## config.mk

```make
export PLATFORM = sky130hd
export DESIGN_NAME = nes_mem_arbiter_flat
export DESIGN_NICKNAME = d
export VERILOG_FILES = /design/src/rtl/nes_mem_arbiter_if.sv /design/src/rtl/nes_mem_arbiter.sv /design/src/flat_wrapper.sv
export SDC_FILE = /design/constraint.sdc
export NUM_CORES = 1
export LEC_CHECK = 0
export ABC_AREA = 1
export ABC_CLOCK_PERIOD_IN_PS = 5900
export CAP_MARGIN = 20
export CORE_MARGIN = 1.5
export CORE_UTILIZATION = 44
export CTS_CLUSTER_SIZE = 28
export DETAILED_ROUTE_END_ITERATION = 7
export PLACE_DENSITY_LB_ADDON = 0.1
export SYNTH_ARGS = -nofsm -noshare
export SYNTH_HDL_FRONTEND = slang
export SYNTH_SLANG_ARGS = --single-unit
export TNS_END_PERCENT = 50
```

## constraint.sdc

```tcl
create_clock -name clk_25 -period 5.9 [get_ports clk_25]
set_input_delay 1.77 -clock clk_25 [delete_from_list [all_inputs] [get_ports clk_25]]
set_output_delay 1.77 -clock clk_25 [all_outputs]
set_load 0.1 [all_outputs]
```

## src/rtl/nes_mem_arbiter_if.sv

```systemverilog
// Bundle of the three requester ports and the external memory pins seen by nes_mem_arbiter.
// The slave modport is the arbiter's view. The master modport is the cart/memory side.
interface nes_mem_arbiter_if #(
  parameter int ADDR_W = 18
);
  logic              ppu_req;
  logic [ADDR_W-1:0] ppu_addr;
  logic              ppu_we;
  logic [7:0]        ppu_wdata;
  logic              ppu_ack;
  logic [7:0]        ppu_rdata;

  logic              cpu_req;
  logic [ADDR_W-1:0] cpu_addr;
  logic              cpu_we;
  logic [7:0]        cpu_wdata;
  logic              cpu_ack;
  logic [7:0]        cpu_rdata;

  logic              ldr_req;
  logic [ADDR_W-1:0] ldr_addr;
  logic              ldr_we;
  logic [7:0]        ldr_wdata;
  logic              ldr_ack;
  logic [7:0]        ldr_rdata;

  logic              mem_ce;
  logic              mem_we;
  logic [ADDR_W-1:0] mem_addr;
  logic [7:0]        mem_wdata;
  logic [7:0]        mem_rdata;
  logic              busy;

  modport slave (
    input  ppu_req, ppu_addr, ppu_we, ppu_wdata,
    output ppu_ack, ppu_rdata,
    input  cpu_req, cpu_addr, cpu_we, cpu_wdata,
    output cpu_ack, cpu_rdata,
    input  ldr_req, ldr_addr, ldr_we, ldr_wdata,
    output ldr_ack, ldr_rdata,
    output mem_ce, mem_we, mem_addr, mem_wdata,
    input  mem_rdata,
    output busy
  );

  modport master (
    output ppu_req, ppu_addr, ppu_we, ppu_wdata,
    input  ppu_ack, ppu_rdata,
    output cpu_req, cpu_addr, cpu_we, cpu_wdata,
    input  cpu_ack, cpu_rdata,
    output ldr_req, ldr_addr, ldr_we, ldr_wdata,
    input  ldr_ack, ldr_rdata,
    input  mem_ce, mem_we, mem_addr, mem_wdata,
    output mem_rdata,
    input  busy
  );
endinterface

```

## src/rtl/nes_mem_arbiter.sv

```systemverilog
// Single-port external memory arbiter: PPU > CPU > loader, with the CPU forced in after
// MAX_STARVE back-to-back PPU grants. One access in flight. All outputs registered.
//
// state    | meaning
// S_IDLE   | arbitrate; on a winner, latch its request onto mem_* and raise mem_ce
// S_ACCESS | hold mem_* for WAIT_CYCLES cycles; on the last one capture read data and ack
// S_ACK    | ack pulse is visible; return to arbitration next cycle
module nes_mem_arbiter #(
  parameter int ADDR_W      = 18,
  parameter int WAIT_CYCLES = 2,
  parameter int MAX_STARVE  = 3
) (
  input logic              clk_25,
  input logic              rst,
  nes_mem_arbiter_if.slave bus
);
  localparam int CNT_W = (WAIT_CYCLES > 1) ? $clog2(WAIT_CYCLES) : 1;
  localparam int STV_W = $clog2(MAX_STARVE + 1);
  localparam logic [CNT_W-1:0] CNT_LOAD = CNT_W'(WAIT_CYCLES - 1);
  localparam logic [STV_W-1:0] STV_MAX  = STV_W'(MAX_STARVE);

  typedef enum logic [1:0] {S_IDLE, S_ACCESS, S_ACK} state_t;
  typedef enum logic [1:0] {G_PPU, G_CPU, G_LDR} grant_t;

  state_t            state_q, state_d;
  grant_t            grant_q, grant_d, pick;
  logic              win;
  logic [CNT_W-1:0]  cnt_q, cnt_d;
  logic [STV_W-1:0]  starve_q, starve_d;
  logic              ce_q, ce_d, we_q, we_d, busy_q;
  logic [ADDR_W-1:0] addr_q, addr_d;
  logic [7:0]        wdata_q, wdata_d;
  logic              ppu_ack_q, ppu_ack_d, cpu_ack_q, cpu_ack_d, ldr_ack_q, ldr_ack_d;
  logic [7:0]        ppu_rd_q, ppu_rd_d, cpu_rd_q, cpu_rd_d, ldr_rd_q, ldr_rd_d;

  always_comb begin
    state_d   = state_q;
    grant_d   = grant_q;
    cnt_d     = cnt_q;
    starve_d  = starve_q;
    ce_d      = ce_q;
    we_d      = we_q;
    addr_d    = addr_q;
    wdata_d   = wdata_q;
    ppu_ack_d = 1'b0;
    cpu_ack_d = 1'b0;
    ldr_ack_d = 1'b0;
    ppu_rd_d  = ppu_rd_q;
    cpu_rd_d  = cpu_rd_q;
    ldr_rd_d  = ldr_rd_q;
    pick      = G_PPU;
    win       = 1'b1;
    case (state_q)
      S_IDLE: begin
        ce_d = 1'b0;
        we_d = 1'b0;
        if (!bus.cpu_req) starve_d = '0;
        if (bus.cpu_req && starve_q == STV_MAX) pick = G_CPU;
        else if (bus.ppu_req)                   pick = G_PPU;
        else if (bus.cpu_req)                   pick = G_CPU;
        else if (bus.ldr_req)                   pick = G_LDR;
        else                                    win  = 1'b0;
        if (win) begin
          grant_d = pick;
          state_d = S_ACCESS;
          ce_d    = 1'b1;
          cnt_d   = CNT_LOAD;
          case (pick)
            G_PPU: begin
              addr_d  = bus.ppu_addr;
              we_d    = bus.ppu_we;
              wdata_d = bus.ppu_wdata;
              // PPU can only win over a waiting CPU below the limit, so this never overflows
              if (bus.cpu_req) starve_d = starve_q + 1'b1;
            end
            G_CPU: begin
              addr_d   = bus.cpu_addr;
              we_d     = bus.cpu_we;
              wdata_d  = bus.cpu_wdata;
              starve_d = '0;
            end
            default: begin
              addr_d  = bus.ldr_addr;
              we_d    = bus.ldr_we;
              wdata_d = bus.ldr_wdata;
            end
          endcase
        end
      end
      S_ACCESS: begin
        if (cnt_q != '0) begin
          cnt_d = cnt_q - 1'b1;
        end else begin
          ce_d    = 1'b0;
          we_d    = 1'b0;
          state_d = S_ACK;
          case (grant_q)
            G_PPU: begin
              ppu_ack_d = 1'b1;
              if (!we_q) ppu_rd_d = bus.mem_rdata;
            end
            G_CPU: begin
              cpu_ack_d = 1'b1;
              if (!we_q) cpu_rd_d = bus.mem_rdata;
            end
            default: begin
              ldr_ack_d = 1'b1;
              if (!we_q) ldr_rd_d = bus.mem_rdata;
            end
          endcase
        end
      end
      S_ACK:   state_d = S_IDLE;
      default: state_d = S_IDLE;
    endcase
  end

  always_ff @(posedge clk_25 or posedge rst) begin
    if (rst) begin
      state_q   <= S_IDLE;
      grant_q   <= G_PPU;
      cnt_q     <= '0;
      starve_q  <= '0;
      ce_q      <= 1'b0;
      we_q      <= 1'b0;
      addr_q    <= '0;
      wdata_q   <= '0;
      ppu_ack_q <= 1'b0;
      cpu_ack_q <= 1'b0;
      ldr_ack_q <= 1'b0;
      ppu_rd_q  <= '0;
      cpu_rd_q  <= '0;
      ldr_rd_q  <= '0;
      busy_q    <= 1'b0;
    end else begin
      state_q   <= state_d;
      grant_q   <= grant_d;
      cnt_q     <= cnt_d;
      starve_q  <= starve_d;
      ce_q      <= ce_d;
      we_q      <= we_d;
      addr_q    <= addr_d;
      wdata_q   <= wdata_d;
      ppu_ack_q <= ppu_ack_d;
      cpu_ack_q <= cpu_ack_d;
      ldr_ack_q <= ldr_ack_d;
      ppu_rd_q  <= ppu_rd_d;
      cpu_rd_q  <= cpu_rd_d;
      ldr_rd_q  <= ldr_rd_d;
      busy_q    <= (state_d != S_IDLE);
    end
  end

  assign bus.mem_ce    = ce_q;
  assign bus.mem_we    = we_q;
  assign bus.mem_addr  = addr_q;
  assign bus.mem_wdata = wdata_q;
  assign bus.ppu_ack   = ppu_ack_q;
  assign bus.cpu_ack   = cpu_ack_q;
  assign bus.ldr_ack   = ldr_ack_q;
  assign bus.ppu_rdata = ppu_rd_q;
  assign bus.cpu_rdata = cpu_rd_q;
  assign bus.ldr_rdata = ldr_rd_q;
  assign bus.busy      = busy_q;
endmodule

```

## src/flat_wrapper.sv

```systemverilog
// flat-port wrapper written by rule: the top's interface ports become plain ports
module nes_mem_arbiter_flat 
#(
  parameter int ADDR_W      = 18,
  parameter int WAIT_CYCLES = 2,
  parameter int MAX_STARVE  = 3
)
  (clk_25, rst, bus_ppu_req, bus_ppu_addr, bus_ppu_we, bus_ppu_wdata, bus_ppu_ack, bus_ppu_rdata, bus_cpu_req, bus_cpu_addr, bus_cpu_we, bus_cpu_wdata, bus_cpu_ack, bus_cpu_rdata, bus_ldr_req, bus_ldr_addr, bus_ldr_we, bus_ldr_wdata, bus_ldr_ack, bus_ldr_rdata, bus_mem_ce, bus_mem_we, bus_mem_addr, bus_mem_wdata, bus_mem_rdata, bus_busy);
  nes_mem_arbiter_if #(.ADDR_W(ADDR_W)) bus_i ();
  input logic clk_25;
  input logic rst;
  input wire logic [$bits(bus_i.ppu_req)-1:0] bus_ppu_req;
  input wire logic [$bits(bus_i.ppu_addr)-1:0] bus_ppu_addr;
  input wire logic [$bits(bus_i.ppu_we)-1:0] bus_ppu_we;
  input wire logic [$bits(bus_i.ppu_wdata)-1:0] bus_ppu_wdata;
  output wire logic [$bits(bus_i.ppu_ack)-1:0] bus_ppu_ack;
  output wire logic [$bits(bus_i.ppu_rdata)-1:0] bus_ppu_rdata;
  input wire logic [$bits(bus_i.cpu_req)-1:0] bus_cpu_req;
  input wire logic [$bits(bus_i.cpu_addr)-1:0] bus_cpu_addr;
  input wire logic [$bits(bus_i.cpu_we)-1:0] bus_cpu_we;
  input wire logic [$bits(bus_i.cpu_wdata)-1:0] bus_cpu_wdata;
  output wire logic [$bits(bus_i.cpu_ack)-1:0] bus_cpu_ack;
  output wire logic [$bits(bus_i.cpu_rdata)-1:0] bus_cpu_rdata;
  input wire logic [$bits(bus_i.ldr_req)-1:0] bus_ldr_req;
  input wire logic [$bits(bus_i.ldr_addr)-1:0] bus_ldr_addr;
  input wire logic [$bits(bus_i.ldr_we)-1:0] bus_ldr_we;
  input wire logic [$bits(bus_i.ldr_wdata)-1:0] bus_ldr_wdata;
  output wire logic [$bits(bus_i.ldr_ack)-1:0] bus_ldr_ack;
  output wire logic [$bits(bus_i.ldr_rdata)-1:0] bus_ldr_rdata;
  output wire logic [$bits(bus_i.mem_ce)-1:0] bus_mem_ce;
  output wire logic [$bits(bus_i.mem_we)-1:0] bus_mem_we;
  output wire logic [$bits(bus_i.mem_addr)-1:0] bus_mem_addr;
  output wire logic [$bits(bus_i.mem_wdata)-1:0] bus_mem_wdata;
  input wire logic [$bits(bus_i.mem_rdata)-1:0] bus_mem_rdata;
  output wire logic [$bits(bus_i.busy)-1:0] bus_busy;
  assign bus_i.ppu_req = bus_ppu_req;
  assign bus_i.ppu_addr = bus_ppu_addr;
  assign bus_i.ppu_we = bus_ppu_we;
  assign bus_i.ppu_wdata = bus_ppu_wdata;
  assign bus_ppu_ack = bus_i.ppu_ack;
  assign bus_ppu_rdata = bus_i.ppu_rdata;
  assign bus_i.cpu_req = bus_cpu_req;
  assign bus_i.cpu_addr = bus_cpu_addr;
  assign bus_i.cpu_we = bus_cpu_we;
  assign bus_i.cpu_wdata = bus_cpu_wdata;
  assign bus_cpu_ack = bus_i.cpu_ack;
  assign bus_cpu_rdata = bus_i.cpu_rdata;
  assign bus_i.ldr_req = bus_ldr_req;
  assign bus_i.ldr_addr = bus_ldr_addr;
  assign bus_i.ldr_we = bus_ldr_we;
  assign bus_i.ldr_wdata = bus_ldr_wdata;
  assign bus_ldr_ack = bus_i.ldr_ack;
  assign bus_ldr_rdata = bus_i.ldr_rdata;
  assign bus_mem_ce = bus_i.mem_ce;
  assign bus_mem_we = bus_i.mem_we;
  assign bus_mem_addr = bus_i.mem_addr;
  assign bus_mem_wdata = bus_i.mem_wdata;
  assign bus_i.mem_rdata = bus_mem_rdata;
  assign bus_busy = bus_i.busy;
  nes_mem_arbiter #(.ADDR_W(ADDR_W), .WAIT_CYCLES(WAIT_CYCLES), .MAX_STARVE(MAX_STARVE)) u_core (.clk_25(clk_25), .rst(rst), .bus(bus_i));
endmodule
```

==> flow_summary.ini <==
[clock_tree]
cts_buffers = 9
root_buffer = clkbuf_8
post-cts-setup-buffers = 0
cts.reportedPaths.clkPinSlew_ns = 0.06
cts_resized = 0
clk_path_buf_depth = 2
clock_latency_ns = 0.33
cts_hold_buf = 0
cts_tree = built
htreeDepth = 3
numClockSinks = 63

[floorplanning]
start_util = 0.4610
die_h_um = 87.84
fp.coreArea_sq_um = 6869
rows = 30
ios = 150
die-width_um = 87.84
die_area_sq_um = 7715

[routing]
post_drt_wl_per_cell_um = 12.41
wl_met2_um = 3932
wl_met3_um = 613
top_layer = met4
met1Wirelength_um = 3409
antenna_left = 0
routed_wl_um = 8163
drc = 0
dr.pass1.iters = 5
drtIter0Drc = 135
via_per_inst = 4.748
via_count = 3124

[sta]
fmax_ghz = 0.2554
fin_crit_sh = 0.6637
worst_pin_slew_ns = 1.038
drv_slew = 0
fin_setup_tns_ns = 0
relSlewSlack = 0.3060
setup_viol = 0
rsz0062_at_grt = no
fin_skew_ns = 0.005232
fin_crit_ns = 3.916
hold_viol = 0

[critical_path]
start_kind = primary input
crit_start = bus_cpu_req
reg2reg_setup_slack_ns = 4.04
critPathKind = primary input to register
crit_arrival_ns = 4.09
worstSetupEndpointType = register
critPathCapture = u_core.state_q[0]
reg2reg_from = u_core.starve_q[0]
r2r_end = u_core.bus.mem_addr[16]
r2r_cells = 9
crit_required_ns = 6.07
cp_max_fo = 29

[finish]
drive_above_1_share = 0.04982
area_delta_synth_final_pct = 53.77
most-common-layout-cells = 149 x clkdlybuf4s50_1, 146 x nand2_1, 69 x nand3_1, 63 x dfrtp_1, 39 x nor2_1
nets = 653
antenna_cells = 0
fillers = 587
final_common_cell = clkdlybuf4s50_1

[global_routing]
grt_max_degree = 64
grt_pass1_wl_um = 12900
grt-ovfl-total = 0
grtUsageTotal = 0.2161
grt_pass1_vias = 2893
antenna_found_initial = 0

[place]
dp_hpwl_um = 6039
gp_congestion = 0.7628
port_buffers = 149

[status]
status = complete, no violations

[synth]
synth_cells = 418
synth.avg_cell_area_sq_um = 7.576
synth_seq_cells = 63
synth.net_count = 513
synth.top_cell.area_share = 0.4978
ys_warn_count = 0
synthesis.area_sq_um = 3167
synth_top_cells_by_area = dfrtp_1 50%, nand2_1 17%, nand3_1 11%
yosysUniqueCellTypes = 22
yosys.area.top_type = dfrtp_1
seq_area_frac_synth = 0.4978

[run]
maxCapViolCount = 0

[hold_path]
hp-class = register to register
kinds of logic (layout without fill, tap and decap cells):
group                      after synthesis  count (layout)  synth area share
and+or+nand+nor                        266             266            0.3595
DFF                                     63              63            0.4978
buffers and inverters                   58             202           0.08889
AOI/OAI and AO/OA                       30              30           0.04978
adders and majority gates                1               1          0.003950
metrics by stage:
stage	setup WS (ns)	instances	utilization	hold WS, ns	area (sq um)
after detailed placement	1.660	643	0.6781	0.4648	4658
after CTS	2.011	658	0.7089	0.4711	4870
final	1.984	658	0.7089	0.4734	4870
after global placement	1.780	643	0.6781	0.4538	4658
after floorplan	2.560	418	-	0.4328	3167
after global routing	1.802	658	0.7089	0.4891	4870
metal layers:
metal	track usage	up-vias
li1	-	1594
met1	0.2669	1387
met2	0.3616	128
met3	0.04901	15
met4	0.09524	0
met5	0	-
worst max-delay path, cell delays in order:
cell,delay (ns)
clkdlybuf4s50_1,0.81
nor2_4,0.76
a21oi_4,0.10
inv_1,0.46
o21ai_0,0.19
flip-flops by register name, summed over array words and instances (netlist names):
| signal | cells |
|---|---|
| u_core.starve_q | 2 |
| u_core.grant_q | 2 |
| u_core.bus.ldr_rdata | 8 |
| u_core.bus.mem_we | 1 |
| u_core.bus.ppu_rdata | 8 |
| u_core.bus.mem_addr | 18 |
| u_core.state_q | 2 |
| u_core.bus.cpu_ack | 1 |
| u_core.bus.mem_ce | 1 |
| u_core.bus.ldr_ack | 1 |
| u_core.bus.cpu_rdata | 8 |
| u_core.bus.busy | 1 |
| u_core.cnt_q | 1 |
| u_core.bus.ppu_ack | 1 |
| u_core.bus.mem_wdata | 8 |
cells in the mapped netlist:
library cell and instances:
nand2_1 146, a22o_1 1, inv_1 34, o21ai_0 26, nand4_1 2, inv_2 1, a21oi_2 1, buf_4 2
nand3_2 3, a21oi_1 1, buf_2 15, buf_6 5, buf_1 1, nor2_4 1, nand2_2 2, nor3_1 2
dfrtp_1 63, nor2_1 39, nand3_1 69, nand2_4 2, o21ai_1 1, ha_1 1
worst min-delay path by stage:
stage	from	to	slack (ns)	cells after the start
after floorplan	u_core.grant_q[0]	u_core.bus.ppu_ack	0.43	1
after global placement	u_core.grant_q[0]	u_core.bus.ppu_ack	0.45	1
after detailed placement	u_core.grant_q[0]	u_core.bus.ppu_ack	0.46	1
after CTS	u_core.grant_q[0]	u_core.bus.ppu_ack	0.47	1
after global routing	u_core.grant_q[0]	u_core.bus.ppu_ack	0.49	1
final	u_core.grant_q[0]	u_core.bus.ppu_ack	0.47	1
final cells by class:
type                            instances  area (sq um)  area share
Clock inverter                          4         70.07     0.01439
Sequential cell                        63          1577      0.3237
Multi-Input combinational cell        297          1316      0.2703
Clock buffer                           11         141.4     0.02903
Inverter                               35         131.4     0.02698
Timing Repair Buffer                  152          1514      0.3109
Tap cell                               96         120.1     0.02467
Power is not shown: default switching activity piles up to over one toggle a cycle in this logic, so the estimate is an artifact.
